<file path="config.mk">
export PLATFORM = sky130hd
export DESIGN_NAME = rect_flip_seq
export DESIGN_NICKNAME = d
export VERILOG_FILES = /design/src/rtl/rect_flip_seq.sv
export SDC_FILE = /design/constraint.sdc
export NUM_CORES = 1
export LEC_CHECK = 0
export CAP_MARGIN = 20
export CORE_MARGIN = 4
export CORE_UTILIZATION = 50
export CTS_CLUSTER_SIZE = 14
export DETAILED_ROUTE_END_ITERATION = 12
export GPL_ROUTABILITY_DRIVEN = 0
export HOLD_SLACK_MARGIN = 0.03
export PLACE_DENSITY = 0.82
export REMOVE_ABC_BUFFERS = 1
export SLEW_MARGIN = 20
export SYNTH_ARGS = -nofsm -noshare
export SYNTH_HDL_FRONTEND = slang
export SYNTH_SLANG_ARGS = --single-unit
</file>
<file path="constraint.sdc">
create_clock -name clk -period 7.6 [get_ports clk]
set_clock_uncertainty 0.05 [all_clocks]
set_input_delay 1.52 -clock clk [delete_from_list [all_inputs] [get_ports clk]]
set_output_delay 1.52 -clock clk [all_outputs]
set_load 0.005 [all_outputs]
</file>
<file path="src/rtl/rect_flip_seq.sv">
// Horizontal mirror of a pixel rectangle in byte-wide BRAM, one adapter word per transaction.
// Each row is processed as word pairs swapped end-for-end with their bytes reversed, plus an odd middle word.
module rect_flip_seq #(
    parameter int DATA_WIDTH = 8,
    parameter int WORD_BYTES = 2,
    parameter int ADDR_WIDTH = 8
) (
    input  logic                             clk,
    input  logic                             rst_n,
    input  logic                             start,
    input  logic [ADDR_WIDTH-1:0]            rect_base,
    input  logic [7:0]                       rect_w,
    input  logic [7:0]                       rect_h,
    input  logic [ADDR_WIDTH-1:0]            row_stride,
    output logic                             busy,
    output logic                             done,
    output logic                             st_read,
    output logic                             st_write,
    output logic [ADDR_WIDTH-1:0]            base_addr,
    output logic [WORD_BYTES*DATA_WIDTH-1:0] write_data,
    input  logic [WORD_BYTES*DATA_WIDTH-1:0] read_data,
    input  logic                             ready
);
    localparam int WW = WORD_BYTES * DATA_WIDTH;
    localparam logic [ADDR_WIDTH-1:0] STEP = ADDR_WIDTH'(WORD_BYTES);

    typedef enum logic [4:0] {
        S_IDLE, S_ROW_INIT,
        S_RD_L, S_WT_RL, S_CAP_L,
        S_RD_R, S_WT_RR, S_CAP_R,
        S_WR_L, S_WT_WL,
        S_WR_R, S_WT_WR,
        S_RD_M, S_WT_RM, S_CAP_M,
        S_WR_M, S_WT_WM,
        S_DONE
    } state_t;

    function automatic logic [WW-1:0] rev(input logic [WW-1:0] x);
        logic [WW-1:0] y;
        y = '0;
        for (int k = 0; k < WORD_BYTES; k++)
            y[k*DATA_WIDTH +: DATA_WIDTH] = x[(WORD_BYTES-1-k)*DATA_WIDTH +: DATA_WIDTH];
        return y;
    endfunction

    state_t                state, nxt, row_end;
    logic [ADDR_WIDTH-1:0] base_q, base_n, stride_q, stride_n;
    logic [7:0]            w_q, w_n, h_q, h_n;
    logic [ADDR_WIDTH-1:0] row_ptr, row_ptr_n, lptr, lptr_n, rptr, rptr_n;
    logic [7:0]            pair_idx, pair_n, row_idx, row_n;
    logic [WW-1:0]         a_q, a_n, wdata_q, wdata_n;
    logic [ADDR_WIDTH-1:0] addr_q, addr_n;
    logic                  busy_q, busy_n, done_q, done_n;
    logic [7:0]            half;
    logic [ADDR_WIDTH-1:0] span;

    assign half    = w_q >> 1;
    assign span    = ADDR_WIDTH'(w_q - 8'd1) * STEP;
    // row_idx has not been advanced yet when this is evaluated
    assign row_end = (row_idx == h_q - 8'd1) ? S_DONE : S_ROW_INIT;

    always_ff @(posedge clk or negedge rst_n) begin
        if (!rst_n) begin
            state    <= S_IDLE;
            base_q   <= '0;
            stride_q <= '0;
            w_q      <= '0;
            h_q      <= '0;
            row_ptr  <= '0;
            lptr     <= '0;
            rptr     <= '0;
            pair_idx <= '0;
            row_idx  <= '0;
            a_q      <= '0;
            wdata_q  <= '0;
            addr_q   <= '0;
            busy_q   <= 1'b0;
            done_q   <= 1'b0;
        end else begin
            state    <= nxt;
            base_q   <= base_n;
            stride_q <= stride_n;
            w_q      <= w_n;
            h_q      <= h_n;
            row_ptr  <= row_ptr_n;
            lptr     <= lptr_n;
            rptr     <= rptr_n;
            pair_idx <= pair_n;
            row_idx  <= row_n;
            a_q      <= a_n;
            wdata_q  <= wdata_n;
            addr_q   <= addr_n;
            busy_q   <= busy_n;
            done_q   <= done_n;
        end
    end

    always_comb begin
        nxt       = state;
        base_n    = base_q;
        stride_n  = stride_q;
        w_n       = w_q;
        h_n       = h_q;
        row_ptr_n = row_ptr;
        lptr_n    = lptr;
        rptr_n    = rptr;
        pair_n    = pair_idx;
        row_n     = row_idx;
        a_n       = a_q;
        wdata_n   = wdata_q;
        addr_n    = addr_q;
        busy_n    = busy_q;
        done_n    = 1'b0;
        unique case (state)
            S_IDLE: if (start) begin
                base_n   = rect_base;
                stride_n = row_stride;
                w_n      = rect_w;
                h_n      = rect_h;
                row_n    = '0;
                busy_n   = 1'b1;
                nxt      = (rect_w == 8'd0 || rect_h == 8'd0) ? S_DONE : S_ROW_INIT;
            end
            S_ROW_INIT: begin
                row_ptr_n = (row_idx == 8'd0) ? base_q : row_ptr + stride_q;
                lptr_n    = row_ptr_n;
                rptr_n    = row_ptr_n + span;
                pair_n    = '0;
                nxt       = (half != 8'd0) ? S_RD_L : S_RD_M;
            end
            S_RD_L:  nxt = S_WT_RL;
            S_WT_RL: if (ready) nxt = S_CAP_L;
            S_CAP_L: begin
                a_n = read_data;
                nxt = S_RD_R;
            end
            S_RD_R:  nxt = S_WT_RR;
            S_WT_RR: if (ready) nxt = S_CAP_R;
            // B is only ever needed reversed, so it lands straight in the write register
            S_CAP_R: begin
                wdata_n = rev(read_data);
                nxt     = S_WR_L;
            end
            S_WR_L:  nxt = S_WT_WL;
            S_WT_WL: if (ready) begin
                wdata_n = rev(a_q);
                nxt     = S_WR_R;
            end
            S_WR_R:  nxt = S_WT_WR;
            S_WT_WR: if (ready) begin
                lptr_n = lptr + STEP;
                rptr_n = rptr - STEP;
                pair_n = pair_idx + 8'd1;
                if (pair_idx + 8'd1 != half) begin
                    nxt = S_RD_L;
                end else if (w_q[0]) begin
                    nxt = S_RD_M;
                end else begin
                    row_n = row_idx + 8'd1;
                    nxt   = row_end;
                end
            end
            S_RD_M:  nxt = S_WT_RM;
            S_WT_RM: if (ready) nxt = S_CAP_M;
            S_CAP_M: begin
                wdata_n = rev(read_data);
                nxt     = S_WR_M;
            end
            S_WR_M:  nxt = S_WT_WM;
            S_WT_WM: if (ready) begin
                row_n = row_idx + 8'd1;
                nxt   = row_end;
            end
            S_DONE: begin
                done_n = 1'b1;
                busy_n = 1'b0;
                nxt    = S_IDLE;
            end
            default: nxt = S_IDLE;
        endcase

        // address is loaded on the edge entering an issue state and held through its wait
        case (nxt)
            S_RD_L, S_WR_L, S_RD_M, S_WR_M: addr_n = lptr_n;
            S_RD_R, S_WR_R:                 addr_n = rptr_n;
            default:                        ;
        endcase
    end

    assign st_read    = (state == S_RD_L) || (state == S_RD_R) || (state == S_RD_M);
    assign st_write   = (state == S_WR_L) || (state == S_WR_R) || (state == S_WR_M);
    assign base_addr  = addr_q;
    assign write_data = wdata_q;
    assign busy       = busy_q;
    assign done       = done_q;

endmodule

</file>
---- Word level (Yosys, flattened, before mapping) ----
Index checks and enable logic that the tools add are counted.
word-level totals
  bits in registers ....................... 119
  latch bits .............................. 0
  bits in read-only memories .............. 0
  RAM bits ................................ 0
  output and inout bits ................... 28
  logic and storage cells ................. 109
  memories kept ........................... 0
operators by class
  bitwise operators ....................... 0
  reductions and logical operators ........ 23
  $lt $le $gt $ge ......................... 0
  div/mod/pow operators ................... 0
  add/sub/neg operators ................... 8
  multiply operators ...................... 0
  eq/ne operators ......................... 31
  mux-type cells .......................... 32
  shift-type cells ........................ 0
operators by type and width
  kind                                                                 number
  5-bit case mux with 17 select lines                                  1
  8-bit two-way mux                                                    9
  8-bit case mux with 2 select lines                                   4
  5-bit by 4-bit == test with 1-bit output (second input constant)     12
  5-bit two-way mux                                                    11
  16-bit case mux with 2 select lines                                  1
  5-bit by 3-bit == test with 1-bit output (second input constant)     5
  8-bit logical NOT                                                    3
  8-bit case mux with 3 select lines                                   1
  8-bit by 1-bit adder with 8-bit output (second input constant)       2
  8-bit adder                                                          2
  16-bit two-way mux                                                   1
  5-bit by 2-bit == test with 1-bit output (second input constant)     3
  2-bit != test (second input constant)                                6
  5-bit == test (second input constant)                                2
  8-bit by 2-bit adder with 8-bit output (second input constant)       1
  8-bit == test                                                        1
  8-bit by 7-bit != test with 1-bit output                             1
  2-bit AND reduction                                                  4
  2-bit nonzero test                                                   4
  8-bit nonzero test                                                   1
  8-bit by 1-bit subtractor with 8-bit output (second input constant)  1
  8-bit by 2-bit subtractor with 8-bit output (second input constant)  1
  7-bit by 1-bit subtractor with 7-bit output (second input constant)  1
  other kinds (10)                                                     16

---- Depth between registers and ports, before layout ----
Gate-level depths: netlist of the first run.
  depth in word-level cells ............... 10
  gate-level depth with buffers ........... 14
  mapped depth without buffers ............ 14

---- Least setup slack after synthesis of the first run ----
Ideal clock, no wire load.
  kind .................................... input to register
  start ................................... input port ready
  end ..................................... register addr_q[6] (netlist: base_addr[6])
  cell stages on the path ................. 7
  required time ........................... 7.425 ns
  buffers on the path ..................... 0
  arrival time ............................ 3.083 ns
  path slack .............................. 4.342 ns
  cells stage by stage .................... and2_1 nand2_1 or4_4 o311ai_1 o221ai_1 mux2_2 mux2_2
RTL lines
  element                             RTL line  source
  start, declared                     22        input logic ready
  8-bit two-way mux                   150       S_WT_WR: if (ready) begin
  8-bit case mux with 2 select lines  114       unique case (state)
  named net rptr_n[6]                 49        logic [ADDR_WIDTH-1:0] row_ptr, row_ptr_n, lptr, lptr_n, rptr, rptr_n;
  8-bit case mux with 2 select lines  183       case (nxt)
  end signal, assigned                92        addr_q <= addr_n;
  end, declared                       52        logic [ADDR_WIDTH-1:0] addr_q, addr_n;
The timed path passes the listed nets, and every way through them passes these cells.
A chain may end at the register's enable or synchronous reset.

---- Worst setup path in the final report of the first run ----
  start ................................... register state[2]
  end ..................................... output port st_read
between the ends
  longest elaborated chain between the ends .. 3
ends and longest elaborated chain
  element                                                                                                      RTL line  source
  start, declared                                                                                              46        state_t state, nxt, row_end;
  start signal, assigned                                                                                       80        state <= nxt;
  5-bit by 2-bit == test with 1-bit output / 5-bit by 3-bit == test with 1-bit output (equally long branches)  190       assign st_read = (state == S_RD_L) || (state == S_RD_R) || (state == S_RD_M);
  1-bit logical OR                                                                                             190
  1-bit logical OR (*)                                                                                         190
  end, declared                                                                                                17        output logic st_read,
Mark *: on every way between the ends. The rest lies on a longest branch, timed or not.

==> results.txt, run 1 <==
----------------------------------------------------
[Floorplan]
  Starting density of the core ... between 50% and 60%
  Floorplan Core Area ... ~0.013 mm²
  Std cell rows ... 42
  Die H ... about 130 µm
  Io pins ... 80
  Die area ... between 0.015 and 0.02 mm²
  Die outline width ... 125 µm

[STA]
  Final cycle utilization of the critical path ... a little over half
  Endpoints failing hold ... 0
  Hold Worst Slack ... about 0.42 ns
  Max frequency ... approximately 240 MHz
  Period minus WS final ... ~4 ns
  Aggregate negative setup slack ... 0 ns
  Setup repair after global routing missed its margin ... false
  Setup violation total in the final timing report ... 0
  Transition at the pin with the smallest max-transition slack ... slightly below 1 ns
  Relative slew slack ... 35.9%
  Number of slew-limit violations in the final report ... 0
  Crit path setup slack, layout ... between 3 and 4 ns

[Worst setup path]
  Number of cells on the worst reg-to-reg path ... 14
  Register-to-register setup slack ... roughly 3.8 ns
  Last element of the critical path ... st_read
  Arr. time, crit path ... approximately 2.5 ns
  Maximum fanout encountered on the critical timing path ... 26
  Crit Path Class ... flip-flop to output pin
  Endpoint class of the critical path ... output pin
  RR Endpoint ... base_addr[5]
  Crit Reg-Reg Startpoint ... row_idx[0]
  Worst setup path startpoint ... state[2]
  Required time of the critical path ... 6.03 ns
  Setup crit start kind ... flip-flop

[Power and ir drop]
  Share of power burned in registers ... ~33%
  Worst VDD drop ... ~0.21 mV
  Internal power component ... 2.16 mW
  P_sw ... 1.37 mW
  Relative contribution of the clock network to total power ... between 20% and 30%
  Combinational power share ... between 40% and 50%
  Static leakage ... roughly 3.6 nW
  Switching portion of total power ... 38.9%
  Cell area power density ... approximately 430 mW/mm²

[Logic synthesis]
  Synth warn ... 0
  Share of flip-flops with an asynchronous set or reset ... 100%
  Distinct cell type count after synthesis ... just under 70
  Synthesized instance count ... 742
  Main flop type after synthesis ... dfrtp_1
  Post-synthesis instance area ... a little under 0.007 mm²
  Dominant combinational cell family by area after synthesis ... simple AND/OR/NAND/NOR gates
  Number of synthesized register bits ... ~120
  Sequential share of the synthesized area ... between 40 and 50%
  XOR/XNOR Fraction of Synth Area ... roughly 5.6%
  Multiplexer area fraction after synthesis ... under 10%
  EDFF count, synth ... 0
  Compound-cell area share of the yosys netlist ... 14.1%
  Synth Area in Simple Gates ... 19.8%
  Top cell types by occurrence after synthesis ... 148 x nand2_1, 119 x dfrtp_1, 54 x o21ai_0
  Most area-consuming cells after synthesis ... dfrtp_1 43%, nand2_1 8.1%, mux2_2 4.6%, xnor2_1 4.2%, o21ai_0 3.9%
  Area share of the largest cell type after synthesis ... a little over two fifths
  Most common cell in the netlist ... nand2_1
  Adder and majority gate portion of the synthesized area ... ~4.2%
  Library cell occupying the most area in the post-synthesis netlist ... dfrtp_1
  Per-instance average area after synthesis ... 9.26 µm²

[Clocking]
  Number of H-tree branching levels ... 4
  Clock insertion delay at the later pin of the skew report ... ~0.42 ns
  Clock Root Buffer ... clkbuf_16
  Number of buffers created by CTS ... 17
  TritonCTS clock tree ... done
  CTS clock-pin slew for the worst setup and hold paths ... around 0.05 ns
  Number of buffers between clock root and the deepest sink ... 2
  Post-CTS Setup Repair Bufs ... 0
  Number of resized instances in the post-cts repair step ... 0
  Clock Sinks ... between 100 and 150
  Number of hold buffers added after cts ... 0

[Placed design]
  Placement-stage cell area ... just under 0.008 mm²
  Buffers on Ports ... 79
  Detailed placer's ending HPWL ... 11.2 mm
  Worst slack at placement ... ~3.2 ns

[Global route]
  GRT Residual Overflow ... 0
  Tot GR Track Use ... between 20% and 30%
  Wire length of the first global-routing pass ... ~27 mm
  Initial antenna violation count ... 0
  Maximum number of pins on one net before global-route repair ... 79
  Via count of the first global-routing pass ... ~5700

[Final layout]
  Area used by sequential logic in the layout ... 0.00298 mm²
  Ant. Diodes ... 0
  Post-layout instance area ... between 0.008 and 0.009 mm²
  Area of the multi-input gates ... approximately 0.0036 mm²
  Fill cell instance count of the final layout ... 1131
  Fraction of layout cells with a size suffix above 1 ... around a tenth
  Net count reported at finish ... between 800 and 900
  Layout Area Growth over Synthesis ... 20.3%
  Share of the core filled with cells in the final layout ... a little over 60%

[Hold path]
  Hold crit path type ... flip-flop to flip-flop

[Detailed routing]
  Routed Wire Length ... between 15 and 20 mm
  Iteration count of the initial detailed-routing pass ... 6
  DRC ... 0
  Antenna viol nets, final ... 0
  Drt initial violations ... between 400 and 500
  Via-per-instance ratio ... approximately 5.7
  Vias after detailed routing ... 5671
  WL per Instance ... ~16 µm

[Outcome]
  Run status ... finished, final reports clean

[Job]
  # Max-Cap Violations ... 0

----------------------------------------------------
## critical path, stage by stage (launching register included)
cell and delay, ns:
dfrtp_1 0.86, nand2_1 0.28, o32a_1 0.35, nor2_1 0.09
clkdlybuf4s50_1 0.51
## routing by layer
layer,share of wire [%],global-route usage (%)
met2,46,33.9
met5,0,0
met4,2.2,7.78
met1,44,27.9
met3,8.0,6.48
## power by group through the flow
stage          Clock, mW  Combinational [mW]  Sequential [mW]
5_1_grt            0.796                1.80             1.20
6_report           0.758                1.61             1.17
4_1_cts            0.768                1.61             1.16
3_5_place_dp           0                1.59             1.16
2_1_floorplan          0                1.14             1.09
3_3_place_gp           0                1.55             1.16
## final cells by class
class / count / area share (%)
Timing Repair Buffer: 84 / 9.99
Sequential cell: 119 / 36.0
Tap cell: 176 / 2.66
Clock buffer: 23 / 5.90
Clock inverter: 8 / 0.878
Multi-Input combinational cell: 557 / 43.3
Inverter: 27 / 1.23
## worst min-delay path by stage
stage                     startpoint         end  cells after the start
after floorplan            base_q[1]   base_q[1]                      2
after global placement     base_q[2]   base_q[2]                      2
after detailed placement   base_q[2]   base_q[2]                      2
after CTS                  base_q[2]   base_q[2]                      2
after global routing      row_ptr[4]  row_ptr[4]                      1
final                      base_q[2]   base_q[2]                      2
## cell usage in the layout, fill, tap and decap left out, types with 4 or more instances in the layout
cell             count
o31ai_1              5
clkinv_2             4
dfrtp_1            119
nor3_1               9
ha_1                20
and2_1              10
nor2_1              42
mux2i_1             25
nand3_1             13
nand2b_1             5
o211ai_1             7
a21o_1              10
xor2_1              11
a31oi_1              5
inv_1               27
clkbuf_16           17
clkbuf_8             4
and3_1               7
nand2_1            148
mux2_2              28
or3_1                6
a21oi_1             29
nor2b_1              8
nand4_1              6
clkdlybuf4s50_1     78
xnor2_1             33
buf_4                6
nor4_1              14
o21ai_0             54
## cells by family (layout without fill, tap and decap cells)
family	after synthesis	after routing
buffers and inverters	66	142
and+or+nand+nor	287	287
DFF	119	119
muxes	53	53
adders and majority gates	22	22
AOI/OAI and AO/OA	151	151
xor gates and xnor gates	44	44
## state kept, by name (all words and copies together) (netlist names)
signal,flops
busy,1
done,1
base_q,8
w_q,8
write_data,16
lptr,8
h_q,8
stride_q,8
base_addr,8
row_ptr,8
state,5
rptr,8
a_q,16
pair_idx,8
row_idx,8
## stage by stage
stage / power [mW] / std cells
after floorplan: 2.23 / 703
after global placement: 2.71 / 963
after detailed placement: 2.76 / 963
after CTS: 3.54 / 994
after global routing: 3.80 / 994
final: 3.53 / 994
No activity file was read; power rests on OpenSTA's default activity.
==> inputs of run 2 (changes only) <==
Clock period 7.6 ns to 3.93 ns, I/O delays scaled along.
==> results.txt, run 2 (synthesis results as in run 1) <==
----------------------------------------------------
[Outcome]
  Run status ... finished, final reports clean

[Power and ir drop]
  Worst VDD drop ... 0.489 mV
  Share of power burned in registers ... between 30% and 40%
  Switching portion of total power ... about two fifths
  Internal power component ... around 4.4 mW
  Relative contribution of the clock network to total power ... 23.4%
  Cell area power density ... between 800 and 900 mW/mm²
  Total design power ... roughly 7.1 mW
  Static leakage ... between 3 and 4 nW
  Combinational power share ... 45.2%
  P_sw ... approximately 2.7 mW

[Detailed routing]
  Iteration count of the initial detailed-routing pass ... 6
  Vias after detailed routing ... between 5000 and 6000
  DRC ... 0
  Via-per-instance ratio ... a little under 6
  Antenna viol nets, final ... 0
  WL per Instance ... about 17 µm
  Routed Wire Length ... 16.9 mm
  Drt initial violations ... about 650

[Clocking]
  Number of hold buffers added after cts ... 0
  TritonCTS clock tree ... done
  Clock Root Buffer ... clkbuf_16
  Post-CTS Setup Repair Bufs ... 0
  Number of H-tree branching levels ... 4
  Clock insertion delay at the later pin of the skew report ... approximately 0.43 ns
  Number of buffers between clock root and the deepest sink ... 2
  Number of buffers created by CTS ... 17
  Number of resized instances in the post-cts repair step ... 0
  Clock Sinks ... between 100 and 150
  CTS clock-pin slew for the worst setup and hold paths ... 0.06 ns

[Worst setup path]
  Setup crit start kind ... flip-flop
  Register-to-register setup slack ... slightly above 0.4 ns
  Crit Path Class ... flip-flop to flip-flop
  RR Endpoint ... base_addr[6]
  Crit Reg-Reg Startpoint ... stride_q[0]
  Maximum fanout encountered on the critical timing path ... 3
  Endpoint class of the critical path ... flip-flop
  Arr. time, crit path ... between 3 and 4 ns
  Number of cells on the worst reg-to-reg path ... 13
  Required time of the critical path ... between 4 and 5 ns

[Floorplan]
  Starting density of the core ... around half
  Io pins ... 80
  Std cell rows ... 42
  Floorplan Core Area ... 0.0133 mm²
  Die H ... around 130 µm
  Die area ... about 0.016 mm²
  Die outline width ... 125 µm

[Final layout]
  Ant. Diodes ... 0
  Layout Area Growth over Synthesis ... 22.3%
  Commonest non-fill, non-tap cell in the layout ... nand2_1
  Net count reported at finish ... between 800 and 900
  Fraction of layout cells with a size suffix above 1 ... between 10% and 20%
  Commonest cells after routing, fill and taps aside ... 148 x nand2_1, 119 x dfrtp_1, 78 x clkdlybuf4s50_1, 54 x o21ai_0, 42 x nor2_1

[STA]
  Setup violation total in the final timing report ... 0
  Final cycle utilization of the critical path ... approximately nine tenths
  Setup repair after global routing missed its margin ... false
  Aggregate negative setup slack ... 0 ns
  Number of slew-limit violations in the final report ... 0
  Transition at the pin with the smallest max-transition slack ... between 0.8 and 0.9 ns
  Period minus WS final ... around 3.5 ns
  Max frequency ... about 280 MHz
  Endpoints failing hold ... 0
  Relative slew slack ... 41.3%

[Hold path]
  Hold crit path type ... flip-flop to flip-flop
  HP Start ... base_q[2]
  Hold endpoint ... base_q[2]
  Number of cells on the worst hold path ... 2

[Placed design]
  Detailed placer's ending HPWL ... roughly 12 mm
  Buffers on Ports ... slightly below 80

[Global route]
  GRT Residual Overflow ... 0
  Tot GR Track Use ... about 22%
  Maximum number of pins on one net before global-route repair ... 68
  Via count of the first global-routing pass ... 5697
  Wire length of the first global-routing pass ... between 20 and 30 mm
  Initial antenna violation count ... 0

[Job]
  # Max-Cap Violations ... 0

----------------------------------------------------
[run 2: cell types whose count changed in the layout (fill, tap and decap cells not counted), sizes merged]
cell,previous run,this run
bufinv,1,4
buf,6,13
clkbuf,23,18
inv,27,30
[run 2: worst max-delay path by stage]
stage | to | cells past startpoint | startpoint
2_1_floorplan | base_addr[5] | 14 | row_idx[0]
3_3_place_gp | base_addr[6] | 8 | ready
3_5_place_dp | row_idx[7] | 9 | ready
4_1_cts | base_addr[6] | 13 | stride_q[0]
5_1_grt | base_addr[5] | 14 | row_idx[0]
6_report | base_addr[6] | 13 | stride_q[0]
[run 2: layout make-up]
| type | count | area [µm²] |
|---|---|---|
| Fill cell | 1105 | 4950 |
| Multi-Input combinational cell | 557 | 3570 |
| Sequential cell | 119 | 2980 |
| Timing Repair Buffer | 91 | 891 |
| Clock buffer | 18 | 439 |
| Tap cell | 176 | 220 |
| Clock inverter | 14 | 196 |
| Inverter | 27 | 101 |
[run 2: stage by stage]
stage               cells  utilization [%]  cell area (µm²)  setup WS (ns)  hold WS [ns]
finish               1002             62.9             8400          0.413         0.424
global route         1002             62.9             8400          0.271         0.460
CTS                  1002             62.9             8400          0.453         0.429
detailed placement    970             58.2             7760          0.483         0.414
global placement      970             58.2             7760          0.596         0.413
floorplan             703                -             6650          0.557         0.392
[run 2: power by group through the flow]
stage / sequential, mW / clock [mW] / combinational [mW]
4_1_cts: 2.21 / 1.69 / 3.21
5_1_grt: 2.29 / 1.74 / 3.59
6_report: 2.23 / 1.67 / 3.21
3_5_place_dp: 2.22 / 0 / 3.17
3_3_place_gp: 2.21 / 0 / 3.05
2_1_floorplan: 2.11 / 0 / 2.21
[run 2: critical path, stage by stage, from the launching register on]
cell	delay [ns]
dfrtp_1	0.38
ha_1	0.24
fa_1	0.40
a21o_1	0.17
a21oi_1	0.21
xor2_1	0.18
a21oi_1	0.15
ha_1	0.37
nand2_1	0.08
o21ai_0	0.24
xnor2_1	0.18
o221ai_1	0.18
mux2_2	0.31
mux2_2	0.26
[run 2: per-layer routing]
| layer | vias up | GRT usage [%] | routed length [µm] |
|---|---|---|---|
| met3 | 36 | 6.87 | 1290 |
| li1 | 2743 | - | - |
| met5 | - | 0 | 0 |
| met4 | 0 | 8.99 | 381 |
| met1 | 2800 | 29.2 | 7360 |
| met2 | 222 | 34.8 | 7890 |
